==> src/rtl/nreg_write_arbiter.sv <==
// Round-robin write arbiter in front of a single shared WIDTH-bit register.
// A granted requester may lock ownership for back-to-back writes, bounded by MAX_LOCK cycles.
module nreg_write_arbiter #(
    parameter int NREQ     = 4,
    parameter int WIDTH    = 8,
    parameter int MAX_LOCK = 8,
    localparam int PW      = (NREQ > 1) ? $clog2(NREQ) : 1,
    localparam int CW      = $clog2(MAX_LOCK)
) (
    input  logic                    clk,
    input  logic                    reset,
    input  logic [NREQ-1:0]         io_req_valid,
    input  logic [NREQ*WIDTH-1:0]   io_req_data,
    input  logic [NREQ-1:0]         io_req_lock,
    output logic [NREQ-1:0]         io_req_ready,
    output logic [WIDTH-1:0]        io_Q,
    output logic [PW-1:0]           io_owner,
    output logic                    io_update,
    output logic                    io_lock_active,
    output logic                    io_lock_timeout
);

    typedef enum logic {S_IDLE, S_LOCKED} state_t;

    state_t             r_state;
    state_t             w_state_next;
    logic [PW-1:0]      r_rr_ptr;
    logic [PW-1:0]      w_rr_next;
    logic [PW-1:0]      r_lock_owner;
    logic [PW-1:0]      w_lock_owner_next;
    logic [CW-1:0]      r_lock_cnt;
    logic [CW-1:0]      w_lock_cnt_next;
    logic [WIDTH-1:0]   r_q;
    logic [PW-1:0]      r_owner;
    logic               r_update;
    logic               r_timeout;
    logic               w_timeout_next;

    logic [NREQ-1:0]    w_ready;
    logic [PW-1:0]      w_win;
    logic               w_win_found;
    logic [PW-1:0]      w_scan;
    logic [PW-1:0]      w_grant;
    logic               w_write;
    logic [WIDTH-1:0]   w_data [NREQ];

    generate
        for (genvar gi = 0; gi < NREQ; gi++) begin : g_data
            assign w_data[gi] = io_req_data[gi*WIDTH +: WIDTH];
        end
    endgenerate

    // Wrap by compare so non-power-of-two NREQ never reaches an unused index.
    function automatic logic [PW-1:0] f_inc(input logic [PW-1:0] p);
        if (p == PW'(NREQ - 1))
            return '0;
        else
            return p + PW'(1);
    endfunction

    always_comb begin
        w_win       = r_rr_ptr;
        w_win_found = 1'b0;
        w_scan      = r_rr_ptr;
        for (int k = 0; k < NREQ; k++) begin
            if (!w_win_found && io_req_valid[w_scan]) begin
                w_win       = w_scan;
                w_win_found = 1'b1;
            end
            w_scan = f_inc(w_scan);
        end
    end

    always_comb begin
        w_ready = '0;
        w_grant = r_lock_owner;
        if (r_state == S_IDLE) begin
            w_grant = w_win;
            if (w_win_found)
                w_ready[w_win] = 1'b1;
        end else begin
            w_ready[r_lock_owner] = io_req_valid[r_lock_owner];
        end
    end

    assign w_write = |w_ready;

    always_comb begin
        w_state_next      = r_state;
        w_rr_next         = r_rr_ptr;
        w_lock_owner_next = r_lock_owner;
        w_lock_cnt_next   = r_lock_cnt;
        w_timeout_next    = 1'b0;
        case (r_state)
            S_IDLE: begin
                if (w_write) begin
                    if (io_req_lock[w_win]) begin
                        w_state_next      = S_LOCKED;
                        w_lock_owner_next = w_win;
                        w_lock_cnt_next   = '0;
                    end else begin
                        w_rr_next = f_inc(w_win);
                    end
                end
            end
            S_LOCKED: begin
                w_lock_cnt_next = r_lock_cnt + CW'(1);
                // Forced release takes priority so the timeout pulse is never lost.
                if (r_lock_cnt == CW'(MAX_LOCK - 1)) begin
                    w_state_next    = S_IDLE;
                    w_rr_next       = f_inc(r_lock_owner);
                    w_lock_cnt_next = '0;
                    w_timeout_next  = 1'b1;
                end else if (!io_req_lock[r_lock_owner]) begin
                    w_state_next    = S_IDLE;
                    w_rr_next       = f_inc(r_lock_owner);
                    w_lock_cnt_next = '0;
                end
            end
            default: begin
                w_state_next = S_IDLE;
            end
        endcase
    end

    always_ff @(posedge clk or posedge reset) begin
        if (reset) begin
            r_state      <= S_IDLE;
            r_rr_ptr     <= '0;
            r_lock_owner <= '0;
            r_lock_cnt   <= '0;
            r_timeout    <= 1'b0;
        end else begin
            r_state      <= w_state_next;
            r_rr_ptr     <= w_rr_next;
            r_lock_owner <= w_lock_owner_next;
            r_lock_cnt   <= w_lock_cnt_next;
            r_timeout    <= w_timeout_next;
        end
    end

    always_ff @(posedge clk or posedge reset) begin
        if (reset) begin
            r_q      <= '0;
            r_owner  <= '0;
            r_update <= 1'b0;
        end else begin
            r_update <= w_write;
            if (w_write) begin
                r_q     <= w_data[w_grant];
                r_owner <= w_grant;
            end
        end
    end

    // Ready is gated by reset so a mid-lock reset drops grants immediately.
    assign io_req_ready    = reset ? '0 : w_ready;
    assign io_Q            = r_q;
    assign io_owner        = r_owner;
    assign io_update       = r_update;
    assign io_lock_active  = (r_state == S_LOCKED);
    assign io_lock_timeout = r_timeout;

endmodule

==> config.mk <==
export PLATFORM = sky130hd
export DESIGN_NAME = nreg_write_arbiter
export DESIGN_NICKNAME = d
export VERILOG_FILES = /design/src/rtl/nreg_write_arbiter.sv
export SDC_FILE = /design/constraint.sdc
export NUM_CORES = 1
export LEC_CHECK = 0
export ABC_AREA = 1
export CAP_MARGIN = 20
export CELL_PAD_IN_SITES_DETAIL_PLACEMENT = 0
export CELL_PAD_IN_SITES_GLOBAL_PLACEMENT = 2
export CORE_ASPECT_RATIO = 1.25
export CORE_MARGIN = 3
export CORE_UTILIZATION = 22
export DETAILED_ROUTE_END_ITERATION = 8
export PLACE_DENSITY = 0.74
export SLEW_MARGIN = 30
export SYNTH_ARGS = -nofsm -noshare
export SYNTH_HDL_FRONTEND = slang
export SYNTH_SLANG_ARGS = --single-unit
==> constraint.sdc <==
create_clock -name clk -period 2.6 [get_ports clk]
set_input_delay 0.39 -clock clk [delete_from_list [all_inputs] [get_ports clk]]
set_output_delay 0.39 -clock clk [all_outputs]
set_load 0.05 [all_outputs]
=== After elaboration in Yosys (flattened, before gate mapping) ===
Cells that the tools add are included.

* Register bits after elaboration: 20
* Output and inout port bits: 17
* Word-level logic and storage cells: 102

* Add/sub/neg operators: 6
* Order comparisons: 9
* Equality and inequality tests: 10
* Mux-type cells: 54
* Bitwise gates (word level): 3
* Reduce and logical (&&, ||, !) cells: 12

{| class="wikitable"
|+ Operators with widths
! operator !! number
|-
| two-way mux 2 bit || 13
|-
| two-way mux 1 bit || 19
|-
| < comparator 2 x 3 -> 1 bit (second input constant) || 6
|-
| binary-select mux 8 bit (select 2 bit) || 1
|-
| two-way mux 8 bit || 2
|-
| binary-select mux 1 bit (select 2 bit) || 7
|-
| two-way mux 3 bit || 4
|-
| two-way mux 4 bit || 3
|-
| adder 2 x 1 -> 2 bit (second input constant) || 5
|-
| == test 2 bit (second input constant) || 5
|-
| case mux 3 bit (2 select lines) || 1
|-
| AND reduction 3 bit || 2
|-
| logical AND 1 bit || 5
|-
| AND 4 bit || 1
|-
| demux 1 bit (select 2 bit) || 2
|-
| greater-or-equal comparator 2 x 1 -> 1 bit (second input constant) || 2
|-
| != test 2 bit (second input constant) || 2
|-
| case mux 2 bit (2 select lines) || 1
|-
| OR reduction 4 bit || 1
|-
| adder 3 x 1 -> 3 bit (second input constant) || 1
|-
| == test 3 bit (second input constant) || 1
|-
| greater-or-equal comparator 3 bit (second input constant) || 1
|-
| logical NOT 1 bit || 3
|-
| != test 3 bit (second input constant) || 1
|-
| other kinds (5) || 5
|}

=== Depth between registers and ports, before layout ===
Gate-level depths: netlist of the first run.

* Depth in word-level cells: 21
* Depth in mapped cells: 24
* Gate-level depth less buffers: 23

=== Worst setup path before layout of the first run ===
Ideal clock, no wire load.

* Kind: flip-flop to output port
* Start point: register r_rr_ptr[1]
* End point: output io_req_ready[1]
* Arrival: 2.570 ns
* Setup slack: -0.360 ns
* Stages on the path, launching flop included: 16
* Cells stage by stage: dfrtp_1 ha_1 inv_2 nand2_1 nand3_1 nand2_4 nand3_4 nand2_1 nand2_2 nand2_4 inv_1 ha_1 inv_1 nor2_1 a21boi_1 nor2_1

* Cells in the longest elaborated chain, start to end: 19
* Elaborated cells on any way between the ends: 38
* Those cells by class: add/sub (3); order compare (2); eq/ne (3); mux (23); reduce/logical (7)

{| class="wikitable"
|+ Ends and longest elaborated chain
! item !! line !! text
|-
| start, declared || 27 || <nowiki>logic [PW-1:0] r_rr_ptr;</nowiki>
|-
| start signal, assigned || 135 || <nowiki>r_rr_ptr <= w_rr_next;</nowiki>
|-
| branches (longest 11 deep; another with adder 2 x 1 -> 2 bit) || -- ||
|-
| two-way mux 2 bit (*) || 66 || <nowiki>if (!w_win_found && io_req_valid[w_scan]) begin</nowiki>
|-
| via w_win[0] || 40 || <nowiki>logic [PW-1:0] w_win;</nowiki>
|-
| < comparator 2 x 3 -> 1 bit (not written as such) / greater-or-equal comparator 2 x 1 -> 1 bit (equally long branches) || 80 || <nowiki>w_ready[w_win] = 1'b1;</nowiki>
|-
| logical AND 1 bit (not written as such) || 80 ||
|-
| two-way mux 1 bit (not written as such) || 80 ||
|-
| demux 1 bit (select 2 bit) (*) || 80 ||
|-
| two-way mux 4 bit (*) || 79 || <nowiki>if (w_win_found)</nowiki>
|-
| two-way mux 4 bit (*) || 77 || <nowiki>if (r_state == S_IDLE) begin</nowiki>
|-
| two-way mux 4 bit (*) || 157 || <nowiki>assign io_req_ready = reset ? '0 : w_ready;</nowiki>
|-
| end, declared || 15 || <nowiki>output logic [NREQ-1:0] io_req_ready,</nowiki>
|}

Mark *: on every way through the listed nets, which the timed path passes. The select of a mux whose other input is x is not followed.

=== Worst setup path after layout of the first run ===
* Start point: register r_rr_ptr[0]
* End point: output io_req_ready[0]

* Cells in the longest elaborated chain, start to end: 19
* Elaborated cells on any way between the ends: 38
* Those cells by class: add/sub (3); order compare (2); eq/ne (3); mux (23); reduce/logical (7)

{| class="wikitable"
|+ Ends and longest elaborated chain
! item !! line
|-
| branches (longest 16 deep; another with < comparator 2 x 3 -> 1 bit) || --
|-
| two-way mux 4 bit (*) || 79
|-
| two-way mux 4 bit (*) || 77
|-
| two-way mux 4 bit (*) || 157
|}

Mark *: on every way between the ends. The select of a mux whose other input is x is not followed.

==> results of run 1 <==
what timing repair did:
item | 4_1_cts | 5_1_grt
gates resized for setup | 27 | 71
pin swaps | 19 | 37
setup endpoints to repair | 23 | 23
setup buffers | 10 | 5
cloned | 0 | 2
layer usage:
layer	part of all wire [%]	GRT usage, %
met2	52	25.6
met1	39	16.2
met3	5.9	2.99
met5	0	0
met4	3.0	4.66
worst max path at each step:
stage                          from               to
floorplan               r_rr_ptr[1]          io_Q[6]
global placement    io_req_valid[0]      io_owner[1]
detailed placement  io_req_valid[2]      io_owner[1]
CTS                     r_rr_ptr[0]  io_req_ready[1]
global route            r_rr_ptr[0]  io_req_ready[0]
finish                  r_rr_ptr[0]  io_req_ready[0]
through the flow:
| stage | worst slack [ps] | hold WS, ps |
|---|---|---|
| after floorplan | -2.35 | 354 |
| after global placement | -438 | 465 |
| after detailed placement | -453 | 469 |
| after CTS | -333 | 493 |
| after global routing | -496 | 529 |
| final | -383 | 485 |
cell usage after synthesis, types with 3 or more instances:
master,instances
nand3_2,4
nor2_1,17
nand3b_1,14
a21oi_1,3
o21ai_0,10
dfrtp_1,20
nand2_2,12
inv_1,35
nand2_1,116
nand2_4,4
buf_6,3
nor2_2,3
nand4_1,4
nand3_1,41
ha_1,11
clkbuf_1,3
final cells by class:
type	count	area, um^2
Clock buffer	3	41.3
Clock inverter	1	30.0
Fill cell	940	5120
Inverter	38	165
Multi-Input combinational cell	247	1690
Sequential cell	20	500
Tap cell	120	150
Timing Repair Buffer	116	1090
cell families after synthesis:
kind of cell / count (synthesis)
adder cells (fa/ha/maj): 11
AO/OA/AOI/OAI: 17
AND/OR/NAND/NOR: 219
buffers and inverters: 46
flip-flops: 20
flip-flops by register name, summed over array words and instances, names as in the netlist:
| name | flops |
|---|---|
| r_rr_ptr | 2 |
| io_update | 1 |
| r_lock_cnt | 3 |
| io_lock_timeout | 1 |
| io_owner | 2 |
| io_lock_active | 1 |
| r_lock_owner | 2 |
| io_Q | 8 |
critical path, delay by kind of cell, from the launching register on:
kind,cells,cell delay [ps]
and+or+nand+nor,11,1070
adders and majority gates,2,480
DFF,1,430
buffers and inverters,3,330
==> reports/qor.csv, run 1 <==
metric;value;unit
status;finished, violations left;
failing checks;negative setup slack;
CTS Sinks;20;
compound-gate portion of the synthesized area;4.77;%
DP HPWL;5670;um
CTS Hold Bufs;0;
Yosys reg bits;20;
Final Hold Violating Endpoints;0;
Clock Path Buffers;2;
Max Cap Viol;0;
vias per cell;4.35;
n_diodes;0;
Worst R2R Path Depth;21;
global-route wire length before repair;11700;um
Seq/Total Area, Yosys;24.8;%
CP max-delay cell;dfrtp_1;
simple-gate share of the synthesized area;52.9;%
layout cells sized above 1;37.4;%
Final min period;2980;ps
cell breakdown of the critical path;ha_4 -> nand2_4 -> nand2_4 -> nand2_4 -> nand2_4 -> nand3_4 -> nor2_4 -> inv_2 -> nand2_4 -> ha_4 -> nand2_1 -> nand2_1 -> nand2_2 -> buf_6 -> nor2_4 -> buf_12;
Pre-antenna DRT Iters;4;
CP peak stage delay;430;ps
setup ws final;-383;ps
root buffer cell;clkbuf_8;
Fmax achieved;335;MHz
Final setup viols;23;
Synthesized Nets;366;
top post-synthesis cells by area;dfrtp_1 (25%), nand2_1 (22%), nand3_1 (10%);
r2r endpoint;r_lock_cnt[1];
largest family of logic cells by synthesized area;simple AND/OR/NAND/NOR gates;
Worst-Margin Slew;538;ps
hold crit path type;reg2reg;
placed cell count;524;
crit path capture type;output port;
Avg Cell Area, Syn;6.45;um^2
TritonCTS clock tree;done;
DRC;0;
1st-iter DRT viols;66;
worst-path maximum fanout;6;
total track usage;14.0;%
clock skew;4.16;ps
Cell Area, Placed;3100;um^2
pin count of the biggest net entering global routing;19;
fraction of synthesized area in multiplexers;0;%
IO Pins;59;
Req. time, crit path;2210;ps
RSZ-0062 raised after global routing;true;
Crit Path Class;reg2out;
DIE AREA;10400;um^2
setup TNS;-5270;ps
vias post-DR;2373;
XOR/XNOR share of the synthesized area;0;%
FFs w/ async S/R, synth;100;%
Final Cell Area;3670;um^2
crit-path most repeated cell;nand2_4;
r2r startpoint;r_rr_ptr[0];
vias in the first global route;2478;
Yosys warnings;0;
slack of the worst reg-to-reg path;-240;ps
final net count;479;
Synth cell types;29;
commonest non-fill, non-tap cell in the layout;nand2_1;
cell row count;38;
IO Port Bufs;58;
final core utilization;41.8;%
TritonCTS buffer count;3;
Post-synth EDFFs;0;
Post-Synthesis Cells;313;
H-tree levels;1;
core area;8800;um^2
initial antenna violation count;0;
die width;91.7;um
fin crit share;115;%
WHS Endpoint;io_Q[5];
non-filler cells, final;545;
synthesized area;2020;um^2
P&R area growth vs syn;81.9;%
max_slew headroom;64.2;%
Synth top area share;24.8;%
Clk Latency, worst-skew pair;260;ps
wire length per cell;13.6;um
Main synth FF type;dfrtp_1;
CTS clock-pin slew for the worst setup and hold paths;90;ps
Die Height;113;um
Initial Utilization;23.0;%
GP Congestion;0.793;
most frequent cells in the layout;nand2_1 (83), clkdlybuf4s50_1 (53), buf_4 (46);
CP Launch Type;flip-flop;
worst hold start;io_Q[5];
hold path cells;2;
final antenna-violating net count;0;
final number of max-transition violations;0;
Routed WL;7430;um
grt total ovfl;0;
Worst Path Arrival;2590;ps
largest area contributor in the netlist;dfrtp_1;
adder-cell share of the synthesized area;6.82;%
Power of run 1 is left out: the tool's default activity adds up to more than one toggle a clock period on the data nets, which glitch-free logic cannot reach.
==> run 2: changes to the inputs <==
CORE_UTILIZATION = 25   (was 22)
CTS_CLUSTER_SIZE = 8   (was default)
PLACE_DENSITY = 0.8   (was 0.74)
clock period = 3.35 ns   (was 2.6 ns; I/O delays follow)
==> run 2 against run 1 <==
Net effect:
- the run now ends clean
- sequential share of layout area up 4.0 points
- worst setup slack better by 590 ps
- die area shrank 11%
- critical endpoint is now io_req_ready[1]
- largest cell class unchanged
==> reports/qor.csv, run 2 (synthesis results as in run 1) <==
metric;value;unit;change
status;completed;;was finished, violations left
commonest non-fill, non-tap cell in the layout;nand2_1;;unchanged
worst-path maximum fanout;6;;unchanged
Largest register FFs;8;;unchanged
crit path capture type;output port;;unchanged
initial antenna violation count;0;;unchanged
highest signal layer in the routed design;met4;;unchanged
IO Port Bufs;58;;unchanged
Worst R2R Path Depth;22;;was 21
layout cells sized above 1;16.0;%;was 37.4%
Final Hold Violating Endpoints;0;;unchanged
Routed WL;5920;um;was 7430 um
grt total ovfl;0;;unchanged
Worst-Margin Slew;805;ps;was 538 ps
final net count;430;;was 479
RSZ-0062 raised after global routing;false;;was true
Max Cap Viol;0;;unchanged
1st-iter DRT viols;97;;was 66
TritonCTS buffer count;3;;unchanged
worst hold start;io_Q[7];;was io_Q[5]
CTS Hold Bufs;0;;unchanged
die width;86.4;um;was 91.7 um
clock skew;1.24;ps;was 4.16 ps
Crit Path Class;reg2out;;unchanged
max_slew headroom;46.3;%;was 64.2%
Met2 Wirelength;3220;um;was 3890 um
DIE AREA;9200;um^2;was 10400 um^2
Worst Path Arrival;2640;ps;was 2590 ps
Clk Latency, worst-skew pair;260;ps;about the same
fin crit share;93.8;%;
Final min period;3140;ps;
Fin Hold WS;485;ps;about the same
core area;7840;um^2;was 8800 um^2
Initial Utilization;25.8;%;was 23.0%
GP Congestion;0.793;;about the same
WHS Endpoint;io_Q[7];;was io_Q[5]
met3 WL post-DR;197;um;was 436 um
CTS Sinks;20;;unchanged
slack of the worst reg-to-reg path;400;ps;was -240 ps
met1 WL;2440;um;was 2880 um
Fmax achieved;318;MHz;
CP peak stage delay;430;ps;about the same
final number of max-transition violations;0;;unchanged
Req. time, crit path;2850;ps;was 2210 ps
r2r startpoint;r_rr_ptr[0];;unchanged
pin count of the biggest net entering global routing;21;;was 19
Final setup viols;0;;was 23
hold crit path type;reg2reg;;unchanged
n_diodes;0;;unchanged
vias per cell;4.61;;was 4.35
Die Height;106;um;was 113 um
fillers;879;;was 940
P&R area growth vs syn;41.2;%;was 81.9%
cell breakdown of the critical path;ha_4 -> inv_4 -> nand2_2 -> nand3_1 -> nand2_4 -> nand3_4 -> nand2_1 -> nand2_2 -> nand2_4 -> inv_1 -> ha_1 -> inv_1 -> nor2_2 -> a21boi_2 -> buf_4 -> nor2_1 -> buf_6;;was ha_4 -> nand2_4 -> nand2_4 -> nand2_4 -> nand2_4 -> nand3_4 -> nor2_4 -> inv_2 -> nand2_4 -> ha_4 -> nand2_1 -> nand2_1 -> nand2_2 -> buf_6 -> nor2_4 -> buf_12
most frequent cells in the layout;nand2_1 (110), clkdlybuf4s50_1 (51), nand3_1 (41);;was nand2_1 (83), clkdlybuf4s50_1 (53), buf_4 (46)
Pre-antenna DRT Iters;4;;unchanged
global-route wire length before repair;10100;um;was 11700 um
vias in the first global route;2153;;was 2478
wire length per cell;12.6;um;was 13.6 um
total track usage;13.7;%;was 14.0%
final antenna-violating net count;0;;unchanged
hold path cells;2;;unchanged
root buffer cell;clkbuf_8;;unchanged
CP max-delay cell;dfrtp_1;;unchanged
H-tree levels;1;;unchanged
cell row count;36;;was 38
TritonCTS clock tree;done;;unchanged
r2r endpoint;io_Q[6];;was r_lock_cnt[1]
vias post-DR;2165;;was 2373
CP Launch Type;flip-flop;;unchanged
DRC;0;;unchanged
CTS clock-pin slew for the worst setup and hold paths;70;ps;was 90 ps
Clock Path Buffers;2;;unchanged
DP HPWL;4830;um;was 5670 um
IO Pins;59;;unchanged
## run 2: worst max-delay path, delay by kind of cell, from the launching register on
family          cells  cell delay (ps)
compound gates      1              160
fa+ha+maj           2              510
buf+inv             5              460
flops               1              430
simple gates        9              820
## run 2: worst max path at each step
stage	slack [ps]	startpoint	cells after the start	end
after floorplan	280	r_rr_ptr[1]	15	io_req_ready[1]
after global placement	-5	io_req_valid[3]	24	io_Q[6]
after detailed placement	-0.9	io_req_valid[3]	24	io_Q[6]
after CTS	60	r_rr_ptr[1]	17	io_req_ready[1]
after global routing	40	io_req_valid[1]	18	io_req_ready[1]
final	210	r_rr_ptr[0]	17	io_req_ready[1]
## run 2: per-stage QoR
stage	util [%]	setup slack, ps	std cells	cell area (um^2)	setup TNS, ps
after detailed placement	34.7	-0.920	465	2720	-0.920
final	36.4	207	470	2850	0
after global routing	36.4	36.2	470	2850	0
after floorplan	-	277	313	2020	0
after CTS	35.4	55.9	468	2780	0
after global placement	34.7	-4.55	465	2720	-4.55
## run 2: cell type report
class	count	area, um^2	share of cell area, %
multi-input combinational	247	1360	47.6
timing repair buffer	67	678	23.8
sequential	20	502	17.6
clock buffer	3	41.3	1.45
tap	95	119	4.17
inverter	38	155	5.44
## run 2: what timing repair did
action | CTS | global route
endpoints found under the setup margin | 1 | 5
pin swaps | 0 | 3
resized for setup | 2 | 21
setup buffers | 0 | 2
## run 2: per-layer routing
layer  GRT usage, %  vias up
met1           15.9     1000
met3           2.25        7
met4           3.23        0
li1               -     1118
met5              0        -
met2           25.6       40
Power of run 2 is left out for the same reason.
